## src/rtl/spi_target_if.sv

```systemverilog
// spi_target_if: CPU-side memory-mapped bus for the SPI target.
// The slave modport is used by spi_target; the master modport by whatever drives the bus.
interface spi_target_if;
  logic [31:0] address_in;
  logic        sel_in;
  logic        read_in;
  logic [3:0]  write_mask_in;
  logic [31:0] write_value_in;
  logic [31:0] read_value_out;
  logic        ready_out;

  modport slave (
    input  address_in, sel_in, read_in, write_mask_in, write_value_in,
    output read_value_out, ready_out
  );

  modport master (
    output address_in, sel_in, read_in, write_mask_in, write_value_in,
    input  read_value_out, ready_out
  );
endinterface

```

## src/rtl/spi_target.sv

```systemverilog
// spi_target: SPI mode-0 target with a small RX FIFO and a single TX holding byte.
// SCLK/MOSI/CS are oversampled by clk through a synchronizer chain plus a history flop.
// Register map: 0x0 RX_DATA (R, pops), 0x4 TX_DATA (W), 0x8 STATUS (R), 0xC CTRL (W1C flags).
// Optional macro SPI_TARGET_IRQ_EN adds irq_out and the CTRL[3:2] interrupt enables.
module spi_target #(
  parameter int SYNC_STAGES = 2,
  parameter int FIFO_DEPTH  = 4,
  parameter int FIFO_AW     = 2
) (
  input  logic       clk,
  input  logic       reset_n,
  spi_target_if.slave bus,
  input  logic       spi_clk,
  input  logic       spi_mosi,
  input  logic       spi_cs_n,
  output logic       spi_miso
`ifdef SPI_TARGET_IRQ_EN
  ,
  output logic       irq_out
`endif
);

  typedef enum logic {IDLE, ACTIVE} state_t;

  localparam logic [FIFO_AW:0]   FULL_COUNT = FIFO_DEPTH[FIFO_AW:0];
  localparam logic [FIFO_AW:0]   CNT_ONE    = 1;
  localparam logic [FIFO_AW-1:0] PTR_ONE    = 1;

  state_t state, state_next;

  logic [SYNC_STAGES-1:0] sclk_sr, mosi_sr, cs_sr;
  logic sclk_prev, cs_prev;
  logic sclk_sync, mosi_sync, cs_sync;
  logic sclk_rise, sclk_fall, cs_fall, cs_rise;

  logic load_tx, shift_tx, sample_rx, end_xfer;
  logic [7:0] tx_shift, rx_shift, push_data, tx_hold;
  logic [2:0] bit_cnt;
  logic push_pending, tx_full, rx_overrun, tx_underrun;

  logic [7:0]         fifo_mem [FIFO_DEPTH];
  logic [FIFO_AW-1:0] wr_ptr, rd_ptr;
  logic [FIFO_AW:0]   count;
  logic fifo_empty, fifo_full, push_ok, overrun_evt, pop;
  logic rx_valid, rx_full, active;
  logic [7:0] rx_head;

  logic [3:0]  offset;
  logic rd_sel, wr_sel, rx_rd, rx_rd_prev, tx_wr, ctrl_wr;
  logic [31:0] read_value;
  logic unused_bits;

`ifdef SPI_TARGET_IRQ_EN
  logic [1:0] ctrl_en;
`endif

  assign sclk_sync = sclk_sr[SYNC_STAGES-1];
  assign mosi_sync = mosi_sr[SYNC_STAGES-1];
  assign cs_sync   = cs_sr[SYNC_STAGES-1];
  assign sclk_rise = sclk_sync & ~sclk_prev;
  assign sclk_fall = ~sclk_sync & sclk_prev;
  assign cs_fall   = ~cs_sync & cs_prev;
  assign cs_rise   = cs_sync & ~cs_prev;

  assign offset  = bus.address_in[3:0];
  assign rd_sel  = bus.sel_in & bus.read_in;
  assign wr_sel  = bus.sel_in & (|bus.write_mask_in);
  assign rx_rd   = rd_sel & (offset == 4'h0);
  assign tx_wr   = wr_sel & (offset == 4'h4);
  assign ctrl_wr = wr_sel & (offset == 4'hC);

  assign fifo_empty  = (count == '0);
  assign fifo_full   = (count == FULL_COUNT);
  assign pop         = rx_rd & ~rx_rd_prev & ~fifo_empty;
  assign push_ok     = push_pending & (~fifo_full | pop);
  assign overrun_evt = push_pending & fifo_full & ~pop;
  assign rx_valid    = ~fifo_empty;
  assign rx_full     = fifo_full;
  assign active      = (state == ACTIVE);
  assign rx_head     = fifo_empty ? 8'h00 : fifo_mem[rd_ptr];

  assign unused_bits = ^{bus.address_in[31:4], bus.write_value_in[31:8]};

  // Pin synchronizers plus one history flop per signal for edge detection.
  always_ff @(posedge clk or negedge reset_n) begin
    if (!reset_n) begin
      sclk_sr   <= '0;
      mosi_sr   <= '0;
      cs_sr     <= '1;
      sclk_prev <= 1'b0;
      cs_prev   <= 1'b1;
    end else begin
      sclk_sr   <= {sclk_sr[SYNC_STAGES-2:0], spi_clk};
      mosi_sr   <= {mosi_sr[SYNC_STAGES-2:0], spi_mosi};
      cs_sr     <= {cs_sr[SYNC_STAGES-2:0], spi_cs_n};
      sclk_prev <= sclk_sync;
      cs_prev   <= cs_sync;
    end
  end

  // Transfer state register.
  always_ff @(posedge clk or negedge reset_n) begin
    if (!reset_n) state <= IDLE;
    else          state <= state_next;
  end

  // Next state and shifter control; CS rise takes priority over any SCLK edge.
  always_comb begin
    state_next = state;
    load_tx    = 1'b0;
    shift_tx   = 1'b0;
    sample_rx  = 1'b0;
    end_xfer   = 1'b0;
    case (state)
      IDLE: begin
        if (cs_fall) begin
          state_next = ACTIVE;
          load_tx    = 1'b1;
        end
      end
      ACTIVE: begin
        if (cs_rise) begin
          state_next = IDLE;
          end_xfer   = 1'b1;
        end else begin
          if (sclk_rise) sample_rx = 1'b1;
          if (sclk_fall) begin
            if (bit_cnt != 3'd0) shift_tx = 1'b1;
            else                 load_tx  = 1'b1;
          end
        end
      end
      default: state_next = IDLE;
    endcase
  end

  // Shift registers, bit counter, MISO and the one-cycle-delayed FIFO push.
  always_ff @(posedge clk or negedge reset_n) begin
    if (!reset_n) begin
      tx_shift     <= 8'h00;
      rx_shift     <= 8'h00;
      bit_cnt      <= 3'd0;
      spi_miso     <= 1'b0;
      push_pending <= 1'b0;
      push_data    <= 8'h00;
    end else begin
      push_pending <= 1'b0;
      if (load_tx) begin
        tx_shift <= tx_full ? tx_hold : 8'h00;
        spi_miso <= tx_full & tx_hold[7];
      end
      if (shift_tx) begin
        tx_shift <= {tx_shift[6:0], 1'b0};
        spi_miso <= tx_shift[6];
      end
      if (sample_rx) begin
        rx_shift <= {rx_shift[6:0], mosi_sync};
        bit_cnt  <= bit_cnt + 3'd1;
        if (bit_cnt == 3'd7) begin
          push_pending <= 1'b1;
          push_data    <= {rx_shift[6:0], mosi_sync};
        end
      end
      if (end_xfer) begin
        bit_cnt  <= 3'd0;
        spi_miso <= 1'b0;
      end
    end
  end

  // TX holding register and sticky flags; a set in the same cycle beats a W1C clear.
  always_ff @(posedge clk or negedge reset_n) begin
    if (!reset_n) begin
      tx_hold     <= 8'h00;
      tx_full     <= 1'b0;
      rx_overrun  <= 1'b0;
      tx_underrun <= 1'b0;
    end else begin
      if (load_tx) tx_full <= 1'b0;
      if (tx_wr) begin
        tx_hold <= bus.write_value_in[7:0];
        tx_full <= 1'b1;
      end
      if (ctrl_wr && bus.write_value_in[0]) rx_overrun  <= 1'b0;
      if (ctrl_wr && bus.write_value_in[1]) tx_underrun <= 1'b0;
      if (load_tx && !tx_full) tx_underrun <= 1'b1;
      if (overrun_evt) rx_overrun <= 1'b1;
    end
  end

  // RX FIFO; a same-cycle pop frees the slot so a push into a full FIFO still lands.
  always_ff @(posedge clk or negedge reset_n) begin
    if (!reset_n) begin
      for (int i = 0; i < FIFO_DEPTH; i++) fifo_mem[i] <= 8'h00;
      wr_ptr     <= '0;
      rd_ptr     <= '0;
      count      <= '0;
      rx_rd_prev <= 1'b0;
    end else begin
      rx_rd_prev <= rx_rd;
      if (push_ok) begin
        fifo_mem[wr_ptr] <= push_data;
        wr_ptr           <= wr_ptr + PTR_ONE;
      end
      if (pop) rd_ptr <= rd_ptr + PTR_ONE;
      if (push_ok && !pop)      count <= count + CNT_ONE;
      else if (!push_ok && pop) count <= count - CNT_ONE;
    end
  end

`ifdef SPI_TARGET_IRQ_EN
  // Interrupt enables live in CTRL[3:2]; the interrupt output is registered.
  always_ff @(posedge clk or negedge reset_n) begin
    if (!reset_n) begin
      ctrl_en <= 2'b00;
      irq_out <= 1'b0;
    end else begin
      if (ctrl_wr) ctrl_en <= bus.write_value_in[3:2];
      irq_out <= (rx_valid & ctrl_en[0]) | ((rx_overrun | tx_underrun) & ctrl_en[1]);
    end
  end
`endif

  // Combinational read mux, zero whenever the bus is not reading.
  always_comb begin
    read_value = 32'h0;
    if (rd_sel) begin
      case (offset)
        4'h0:    read_value = {24'h0, rx_head};
        4'h8:    read_value = {27'h0, tx_underrun, rx_overrun, rx_full, rx_valid, active};
`ifdef SPI_TARGET_IRQ_EN
        4'hC:    read_value = {28'h0, ctrl_en, 2'b00};
`endif
        default: read_value = 32'h0;
      endcase
    end
  end

  assign bus.read_value_out = read_value;
  assign bus.ready_out      = bus.sel_in;

endmodule

```

## src/flat_wrapper.sv

```systemverilog
// flat-port wrapper written by rule: the top's interface ports become plain ports
module spi_target_flat 
#(
  parameter int SYNC_STAGES = 2,
  parameter int FIFO_DEPTH  = 4,
  parameter int FIFO_AW     = 2
)
  (clk, reset_n, spi_clk, spi_mosi, spi_cs_n, spi_miso, bus_address_in, bus_sel_in, bus_read_in, bus_write_mask_in, bus_write_value_in, bus_read_value_out, bus_ready_out);
  spi_target_if bus_i ();
  input  logic clk;
  input  logic reset_n;
  input  logic spi_clk;
  input  logic spi_mosi;
  input  logic spi_cs_n;
  output logic spi_miso;
  input wire logic [$bits(bus_i.address_in)-1:0] bus_address_in;
  input wire logic [$bits(bus_i.sel_in)-1:0] bus_sel_in;
  input wire logic [$bits(bus_i.read_in)-1:0] bus_read_in;
  input wire logic [$bits(bus_i.write_mask_in)-1:0] bus_write_mask_in;
  input wire logic [$bits(bus_i.write_value_in)-1:0] bus_write_value_in;
  output wire logic [$bits(bus_i.read_value_out)-1:0] bus_read_value_out;
  output wire logic [$bits(bus_i.ready_out)-1:0] bus_ready_out;
  assign bus_i.address_in = bus_address_in;
  assign bus_i.sel_in = bus_sel_in;
  assign bus_i.read_in = bus_read_in;
  assign bus_i.write_mask_in = bus_write_mask_in;
  assign bus_i.write_value_in = bus_write_value_in;
  assign bus_read_value_out = bus_i.read_value_out;
  assign bus_ready_out = bus_i.ready_out;
  spi_target #(.SYNC_STAGES(SYNC_STAGES), .FIFO_DEPTH(FIFO_DEPTH), .FIFO_AW(FIFO_AW)) u_core (.clk(clk), .reset_n(reset_n), .bus(bus_i), .spi_clk(spi_clk), .spi_mosi(spi_mosi), .spi_cs_n(spi_cs_n), .spi_miso(spi_miso));
endmodule
```

## config.mk

```make
export PLATFORM = sky130hd
export DESIGN_NAME = spi_target_flat
export DESIGN_NICKNAME = d
export VERILOG_FILES = /design/src/rtl/spi_target_if.sv /design/src/rtl/spi_target.sv /design/src/flat_wrapper.sv
export SDC_FILE = /design/constraint.sdc
export NUM_CORES = 1
export LEC_CHECK = 0
export CORE_UTILIZATION = 41
export CTS_BUF_LIST = sky130_fd_sc_hd__clkbuf_4 sky130_fd_sc_hd__clkbuf_8
export CTS_CLUSTER_DIAMETER = 50
export DETAILED_ROUTE_END_ITERATION = 10
export PLACE_DENSITY_LB_ADDON = 0.05
export SYNTH_ARGS = -nofsm -noshare
export SYNTH_HDL_FRONTEND = slang
export SYNTH_SLANG_ARGS = --single-unit
```

## constraint.sdc

```tcl
create_clock -name clk -period 4.2 [get_ports clk]
set_input_delay 0.84 -clock clk [delete_from_list [all_inputs] [get_ports clk]]
set_output_delay 0.84 -clock clk [all_outputs]
set_load 0.05 [all_outputs]
```

=== After elaboration in Yosys (flattened, before gate mapping) ===
Index checks and enable logic that the tools add are counted.

* Bits in registers: 87
* Latch bits: 0
* Bits in writable memories: 0
* Memory bits (read-only): 0
* Bits of input ports: 75
* Output and inout bits: 34
* Logic and storage cells: 128
* Memories: 0

* Add/sub/neg operators: 5
* Multiply operators: 0
* Divide/modulo/power cells: 0
* $lt $le $gt $ge: 3
* Equal/unequal tests: 5
* Shift operators: 0
* Mux-type cells: 43
* Bitwise logic cells: 27
* Reductions and logical operators: 21

{| class="wikitable"
|+ Operators by type and width
! operator !! number
|-
| 32-bit bitwise mux || 1
|-
| 32-bit 2-to-1 mux || 1
|-
| 8-bit 2-to-1 mux || 4
|-
| 1-bit 2-to-1 mux || 25
|-
| 7-bit 2-to-1 mux || 3
|-
| 8-bit binary-select mux with 2-bit select || 1
|-
| 8-bit demux with 2-bit select || 1
|-
| 8-bit case mux with 2 select lines || 1
|-
| 1-bit AND || 15
|-
| 3-bit 2-to-1 mux || 4
|-
| 2-bit nonzero test || 6
|-
| 1-bit NOT || 9
|-
| 4-bit equality test, second input constant || 2
|-
| 3-bit by 1-bit adder with 3-bit output, second input constant || 2
|-
| 3-bit equality test, second input constant || 2
|-
| 3-bit >= comparator, second input constant || 2
|-
| 1-bit logical AND || 6
|-
| 2-bit NOT with 3-bit output || 2
|-
| 3-bit nonzero test || 2
|-
| 2-bit by 1-bit adder with 2-bit output, second input constant || 2
|-
| 4-bit by 3-bit equality test with 1-bit output, second input constant || 1
|-
| 4-bit logical NOT || 1
|-
| 1-bit case mux with 2 select lines || 2
|-
| 4-bit OR reduction || 1
|-
| 6 further kinds || 8
|}

=== Depth between registers and ports, before layout ===
Gate-level depths: netlist of run 1.

* Depth in word-level cells: 10
* Gate-level depth with buffers: 11
* Mapped depth without buffers: 10

=== Worst setup path before layout of run 1 ===
No wires, ideal clock.

* Kind: input-to-output
* Start point: input port bus_address_in[1]
* End point: output port bus_read_value_out[1]
* Arrival: 2432 ps
* Slack: 928 ps
* Stages on the path: 3
* Cell sequence: nor3b_2 nand3b_1 nor3_1

* Cells in the longest elaborated chain, start to end: 3

{| class="wikitable"
|+ RTL lines
! what !! RTL line !! RTL
|-
| start, declared || flat_wrapper.sv:16 || <nowiki>input wire logic [$bits(bus_i.address_in)-1:0] bus_address_in;</nowiki>
|-
| 4-bit equality test / 4-bit logical NOT (equally long branches) || spi_target.sv:228 || <nowiki>case (offset)</nowiki>
|-
| 8-bit case mux with 2 select lines * || spi_target.sv:228 ||
|-
| 32-bit 2-to-1 mux * || spi_target.sv:227 || <nowiki>if (rd_sel) begin</nowiki>
|-
| end, declared || flat_wrapper.sv:21 || <nowiki>output wire logic [$bits(bus_i.read_value_out)-1:0] bus_read_value_out;</nowiki>
|}

Every way passes the cells marked *; elsewhere a longest branch is shown, timed or not.

=== Final worst setup path of run 1 ===
* Start point: input port bus_sel_in
* End point: output port bus_read_value_out[1]

* Cells in the longest elaborated chain, start to end: 2

{| class="wikitable"
|+ RTL lines
! what !! RTL line !! RTL
|-
| start, declared || flat_wrapper.sv:17 || <nowiki>input wire logic [$bits(bus_i.sel_in)-1:0] bus_sel_in;</nowiki>
|-
| 1-bit AND || spi_target.sv:66 || <nowiki>assign rd_sel = bus.sel_in & bus.read_in;</nowiki>
|-
| 32-bit 2-to-1 mux || spi_target.sv:227 ||
|}

Every way passes these cells.

==> results of run 1 <==
power by group:
group	leakage, uW	switching, uW	internal (uW)
Sequential	0.00115	56.0	920
Combinational	0.000895	149	99.8
Clock	0.000100	286	260
Total	0.00215	491	1280
layer usage:
| metal | GRT usage [%] | wire (um) |
|---|---|---|
| met5 | 0 | 0 |
| met4 | 6.02 | 61 |
| met3 | 3.59 | 284 |
| met2 | 24.0 | 3350 |
| met1 | 23.0 | 3710 |
worst paths after layout:
check,start,end,slack (ns),depth (start not counted)
setup / recovery,bus_sel_in,bus_read_value_out[1],0.43,5
hold reg to reg,u_core.sclk_sr[0],u_core.sclk_sr[1],0.35,0
hold / removal,u_core.sclk_sr[0],u_core.sclk_sr[1],0.35,0
min in group asynchronous,reset_n,u_core.count[0],0.59,1
max in group asynchronous,reset_n,u_core.cs_prev,2.71,2
setup reg to reg,u_core.count[1],u_core.count[1],1.64,8
Yosys cell counts:
master and number:
a211oi_1 6, a41oi_4 1, xor2_1 3, ha_1 8, xnor2_1 3, o21a_1 1
inv_1 13, or3b_1 1, and2_1 1, a22o_1 3, fa_1 1, dfrtp_1 84
buf_2 2, nor3b_1 1, or4_1 1, nor2_4 2, nand2b_1 5, a221oi_1 1
dfstp_2 3, mux2_1 1, nand4b_1 3, mux2_2 56, nor3b_2 1, nor2_1 18
mux4_2 8, buf_4 25, or3b_2 1, o21ai_0 8, a21oi_1 11, nand3_1 5
nor2_2 3, nand3b_1 2, nand2_1 17, o221a_2 1, nor3_1 3, conb_1 1
clkbuf_1 8, a32o_1 1, nor2b_1 4, or2_2 1, a21o_1 1
kinds of logic after synthesis:
| kind of cell | after synthesis | share of synthesized area [%] |
|---|---|---|
| muxes | 65 | 20.2 |
| adders and majority gates | 9 | 2.96 |
| AOI/OAI and AO/OA | 34 | 5.88 |
| and+or+nand+nor | 69 | 9.05 |
| other | 1 | 0.0923 |
| buffers and inverters | 48 | 6.81 |
| DFF | 87 | 53.7 |
| xor gates and xnor gates | 6 | 1.29 |
cell type report:
class                           count  area, um^2  area share (%)
Clock buffer                       13         166            3.62
Timing Repair Buffer               34         328            7.13
Multi-Input combinational cell    207        1690            36.8
Clock inverter                      3        18.8           0.408
Tap cell                          129         161            3.51
Inverter                           13        48.8            1.06
Sequential cell                    87        2180            47.5
critical path, cell delays in order:
cell and delay (ns):
clkdlybuf4s50_1 0.48, nor3b_2 0.35, nand3b_1 0.19, nor3_1 0.23, clkdlybuf4s50_1 0.84
sequential cells by signal (all words and copies together), names as in the netlist, 2 cells and up:
register	flops
u_core.rx_shift	7
u_core.count	3
u_core.bit_cnt	3
u_core.tx_shift	7
u_core.fifo_mem	32
u_core.mosi_sr	2
u_core.cs_sr	2
u_core.tx_hold	8
u_core.wr_ptr	2
u_core.rd_ptr	2
u_core.sclk_sr	2
u_core.push_data	8
through the flow:
stage	hold slack (ns)	cell area, um^2	setup WS (ns)
final	0.352	4600	0.430
after global routing	0.359	4600	0.326
after CTS	0.354	4600	0.407
after detailed placement	0.335	4410	0.413
after global placement	0.332	4410	0.468
after floorplan	0.331	4150	0.928
==> metrics.md, run 1 <==
| Metric | Value |
|---|---|
| Status | `finished, final reports clean` |
| Most common cell after layout, fill and taps aside | `dfrtp_1` |
| Top cell type by total area after synthesis | `dfrtp_1` |
| Fmax | `~270 MHz` |
| Fin crit share | `approximately nine tenths` |
| Die W | `102 um` |
| Commonest cells after routing, fill and taps aside | `dfrtp_1 (84), mux2_2 (56), conb_1 (24), clkdlybuf4s50_1 (24), nor2_1 (18)` |
| PortBufs | `32` |
| Register area share after synthesis | `roughly 54%` |
| Fraction of layout cells with a size suffix above 1 | `between 20 and 30%` |
| Cell variety after synth | `around 40` |
| Drt total wl | `roughly 7.4 mm` |
| Gate count of the mapped netlist | `between 300 and 400` |
| Antenna viol nets, final | `0` |
| Slew Limit Fails | `0` |
| Endpoints failing setup | `0` |
| Fin nets | `436` |
| Clk buf depth | `2` |
| Die Y | `102 um` |
| DRT Pass-1 Iters | `4` |
| Syn_area_per_cell | `roughly 13 um^2` |
| GRT Total Usage | `about 16%` |
| Core area | `9420 um^2` |
| DIE AREA | `10,300 um^2` |
| Crit path time final | `about 3.8 ns` |
| Setup TNS | `0 ns` |
| Hold Vio Cnt, Final | `0` |
| Initial DRC count | `99` |
| Clock Pin Slew Worst Setup and Hold Paths | `approximately 0.080 ns` |
| Post-DP HPWL | `a little under 5 mm` |
| Total power | `roughly 1800 uW` |
| Cts hold-fix bufs | `0` |
| Std-Cell Rows | `35` |
| Final Skew | `0.0122 ns` |
| Slew HR | `a little over two fifths` |
| Area of the mapped netlist | `~4100 um^2` |
| Register bit total from synthesis | `between 80 and 90` |
| Initial Util | `a little over two fifths` |
| VDD IR max | `approximately 210 uV` |
| Non-filler cells, final | `a little under 500` |
| Yosys warns | `0` |
| PwrDens | `a little under 400 nW/um^2` |
| Routed wire length per instance | `around 15 um` |
| Largest net degree at the start of global routing | `66` |
| Worst hold path type | `register to register` |
| Max_cap viols | `0` |
| Total gr overflow | `0` |
| Crit Path Category | `input pin to output port` |
| Setup crit start kind | `input pin` |
| Synth area leaders | `dfrtp_1 (52%), mux2_2 (16%), buf_4 (4.6%)` |
| Placed insts | `between 400 and 500` |
| Top Ports | `between 100 and 150` |
| Leakage Power | `0.00215 uW` |
| Number of CTS-inserted buffers | `9` |
| Root Driver | `clkbuf_8` |
| Via/cell ratio | `4.84` |
| Core Util, Final | `48.8%` |
| Yosys top cell area share | `about half` |
| ANT cells | `0` |
| Max FO, Critical Path | `4` |
| Post CTS Setup Buffer Count | `0` |
| CTS tree | `yes` |
| Initial antenna violation count | `0` |
| Vias in the first global route | `about 2.4k` |
| Clock Sinks | `87` |
| Endpoint class of the critical path | `output port` |
| Crit path DAT | `a little under 3 ns` |
| Worst slew pin tran | `approximately 0.84 ns` |
| RSZ-0062 raised after global routing | `no` |
| Syn-to-layout area delta | `13.1%` |
| Post-cts resize count | `0` |
| Worst path required time | `approximately 3.4 ns` |
| Residual DRC | `0` |
| Via Count | `about 2.4k` |
| H-tree depth | `3` |
| Routability Congestion | `0.688` |
| Global-route wire length before repair | `~12 mm` |
| Fillers | `about 850` |
| Clk_lat worst skew | `0.35 ns` |
No activity file was read; power rests on OpenSTA's default activity.
==> run 2, diff against run 1 <==
- CORE_MARGIN: default -> 2
==> run 2 against run 1 <==
Against the previous run: non-clock buffer count grew 1; via count grew 1.7%; hold slack gained 0.00083 ns; total power grew 7.1%; cell area grew 2.2%; critical path depth is the same; clock-buffer cell count shrank 1; register-to-register slack is essentially flat; cell count grew 1.0%; fmax grew 6.0%; critical endpoint unchanged; largest cell class unchanged; largest power group unchanged.
==> metrics.md, run 2 (synthesis results as in run 1) <==
| Metric | Value |
|---|---|
| Crit-path most repeated cell | `clkdlybuf4s50_1` |
| Routability Congestion | `0.697 (+1.2%)` |
| Vias in the first global route | `2,401 (+1.4%)` |
| Clk_lat worst skew | `0.35 ns (about the same)` |
| Critical Path Max Stage Delay | `0.84 ns (about the same)` |
| Flop2flop setup slack | `1.63 ns (about the same)` |
| PortBufs | `32 (unchanged)` |
| Clock Pin Slew Worst Setup and Hold Paths | `0.09 ns (about the same)` |
| Drt total wl | `7.28 mm (-1.7%)` |
| GRT Total Usage | `14.7% (-1.4 points)` |
| Syn-to-layout area delta | `15.6%` |
| Max_cap viols | `0 (unchanged)` |
| Endpoint class of the critical path | `output port` |
| Worst hold path type | `register to register` |
| Post CTS Setup Buffer Count | `0 (unchanged)` |
| Worst path required time | `3.36 ns (about the same)` |
| DIE AREA | `10,700 um^2 (+4.0%)` |
| FF/Latch Area | `2180 um^2 (unchanged)` |
| Top Ports | `109 (unchanged)` |
| VDD IR max | `226 uV (+8.4%)` |
| DRT Pass-1 Iters | `6 (+2)` |
| PwrDens | `404 nW/um^2 (+4.8%)` |
| Std-Cell Rows | `36 (+2.9%)` |
| Commonest cells after routing, fill and taps aside | `dfrtp_1 (84), mux2_2 (56), conb_1 (24), clkdlybuf4s50_1 (24), nor2_1 (18)` |
| Fin nets | `437 (+0.23%)` |
| Residual DRC | `0 (unchanged)` |
| Slew HR | `36.5% (-7.3 points)` |
| Largest registers | `u_core.fifo_mem (32), u_core.push_data (8), u_core.tx_hold (8)` |
| Leakage Power | `0.00218 uW (+1.4%)` |
| CTS tree | `yes` |
| Number of CTS-inserted buffers | `9 (unchanged)` |
| Initial DRC count | `66 (-33%)` |
| Clk buf depth | `2 (unchanged)` |
| Post-DP HPWL | `4.92 mm (-0.99%)` |
| Placed Instance Area | `4460 um^2 (+1.1%)` |
| Die W | `104 um (+2.0%)` |
| Clock Sinks | `87 (unchanged)` |
| Crit path time final | `3.56 ns (-0.213 ns)` |
| RSZ-0062 raised after global routing | `no` |
| Fmax | `281 MHz (+6.0%)` |
| Initial antenna violation count | `0 (unchanged)` |
| Root Driver | `clkbuf_8` |
| Worst slew pin tran | `0.952 ns (+0.110 ns)` |
| Die Y | `104 um (+2.0%)` |
| Total gr overflow | `0 (unchanged)` |
| Setup TNS | `0 ns (unchanged)` |
| Most common cell after layout, fill and taps aside | `dfrtp_1` |
| Max FO, Critical Path | `4 (unchanged)` |
| Final Skew | `0.0129 ns (+0.000680 ns)` |
| Worst path slowest cell | `clkdlybuf4s50_1` |
| Fraction of layout cells with a size suffix above 1 | `29.1% (+0.20 points)` |
| Core area | `9680 um^2 (+2.9%)` |
| Largest register by flop count | `u_core.fifo_mem` |
| Slew Limit Fails | `0 (unchanged)` |
| Max FFs per register | `32 (unchanged)` |
| Status | `finished, final reports clean` |
| Initial Util | `42.0% (-1.2 points)` |
| Fillers | `897 (+5.0%)` |
| Antenna viol nets, final | `0 (unchanged)` |
| Setup crit start kind | `input pin` |
| Via/cell ratio | `4.87 (+0.62%)` |
| Largest net degree at the start of global routing | `76 (+15%)` |
| Crit path DAT | `2.72 ns (-0.21 ns)` |
| CP cell instances | `clkdlybuf4s50_1, nor3b_2, nand3b_1, nor3_1, clkdlybuf4s50_1` |
| Global-route wire length before repair | `12.5 mm (+0.90%)` |
| Endpoints failing setup | `0 (unchanged)` |
| Hold Vio Cnt, Final | `0 (unchanged)` |
| ANT cells | `0 (unchanged)` |
| Crit Path Category | `input pin to output port` |
| Area of the multi-input gates | `1690 um^2 (unchanged)` |
| H-tree depth | `3 (unchanged)` |
| Post-cts resize count | `0 (unchanged)` |
| Routed wire length per instance | `14.8 um (-2.7%)` |
| Cts hold-fix bufs | `0 (unchanged)` |
| Finished Cell Area | `4700 um^2 (+2.2%)` |
| Fin crit share | `84.7% (-5.1 points)` |
| Via Count | `2,391 (+1.7%)` |
| Hold_ws | `0.353 ns (+0.000831 ns)` |
-- run 2: through the flow --
step / util, % / power, uW / std cells / worst slack [ns]
floorplan: - / 1180 / 342 / 0.928
global placement: 46.1 / 1240 / 475 / 0.629
detailed placement: 46.1 / 1250 / 475 / 0.636
CTS: 48.5 / 1930 / 491 / 0.632
global route: 48.5 / 2000 / 491 / 0.477
finish: 48.5 / 1900 / 491 / 0.643
-- run 2: path summary, 6_finish.rpt --
kind / start / end / cells past startpoint
max in group asynchronous: reset_n / u_core.fifo_mem[0] / 2
min: u_core.sclk_sr[0] / u_core.sclk_sr[1] / 0
max reg2reg: u_core.count[1] / u_core.count[1] / 8
max: bus_sel_in / bus_read_value_out[1] / 5
min in group asynchronous: reset_n / u_core.count[0] / 1
min reg2reg: u_core.sclk_sr[0] / u_core.sclk_sr[1] / 0
-- run 2: area by class of cell --
class,count,area share [%]
Inverter,13,1.04
Clock inverter,4,1.63
Multi-Input combinational cell,207,36.0
Tap cell,133,3.54
Sequential cell,87,46.4
Clock buffer,12,3.38
Timing Repair Buffer,35,7.94
-- run 2: power breakdown --
part	internal (uW)	total [uW]	switching (uW)
Combinational	101	250	149
Clock	377	672	296
Sequential	920	974	53.8
-- run 2: worst max-delay path: cells and delay by family --
family,cells,cell delay (ns)
buffers and inverters,2,1.31
and+or+nand+nor,3,0.56
-- run 2: metal layers --
metal	GRT usage [%]	up-vias	part of all wire (%)
li1	-	1120	-
met2	22.0	57	44
met4	5.50	0	1.5
met3	3.15	11	4.0
met1	21.1	1203	51
met5	0	-	0
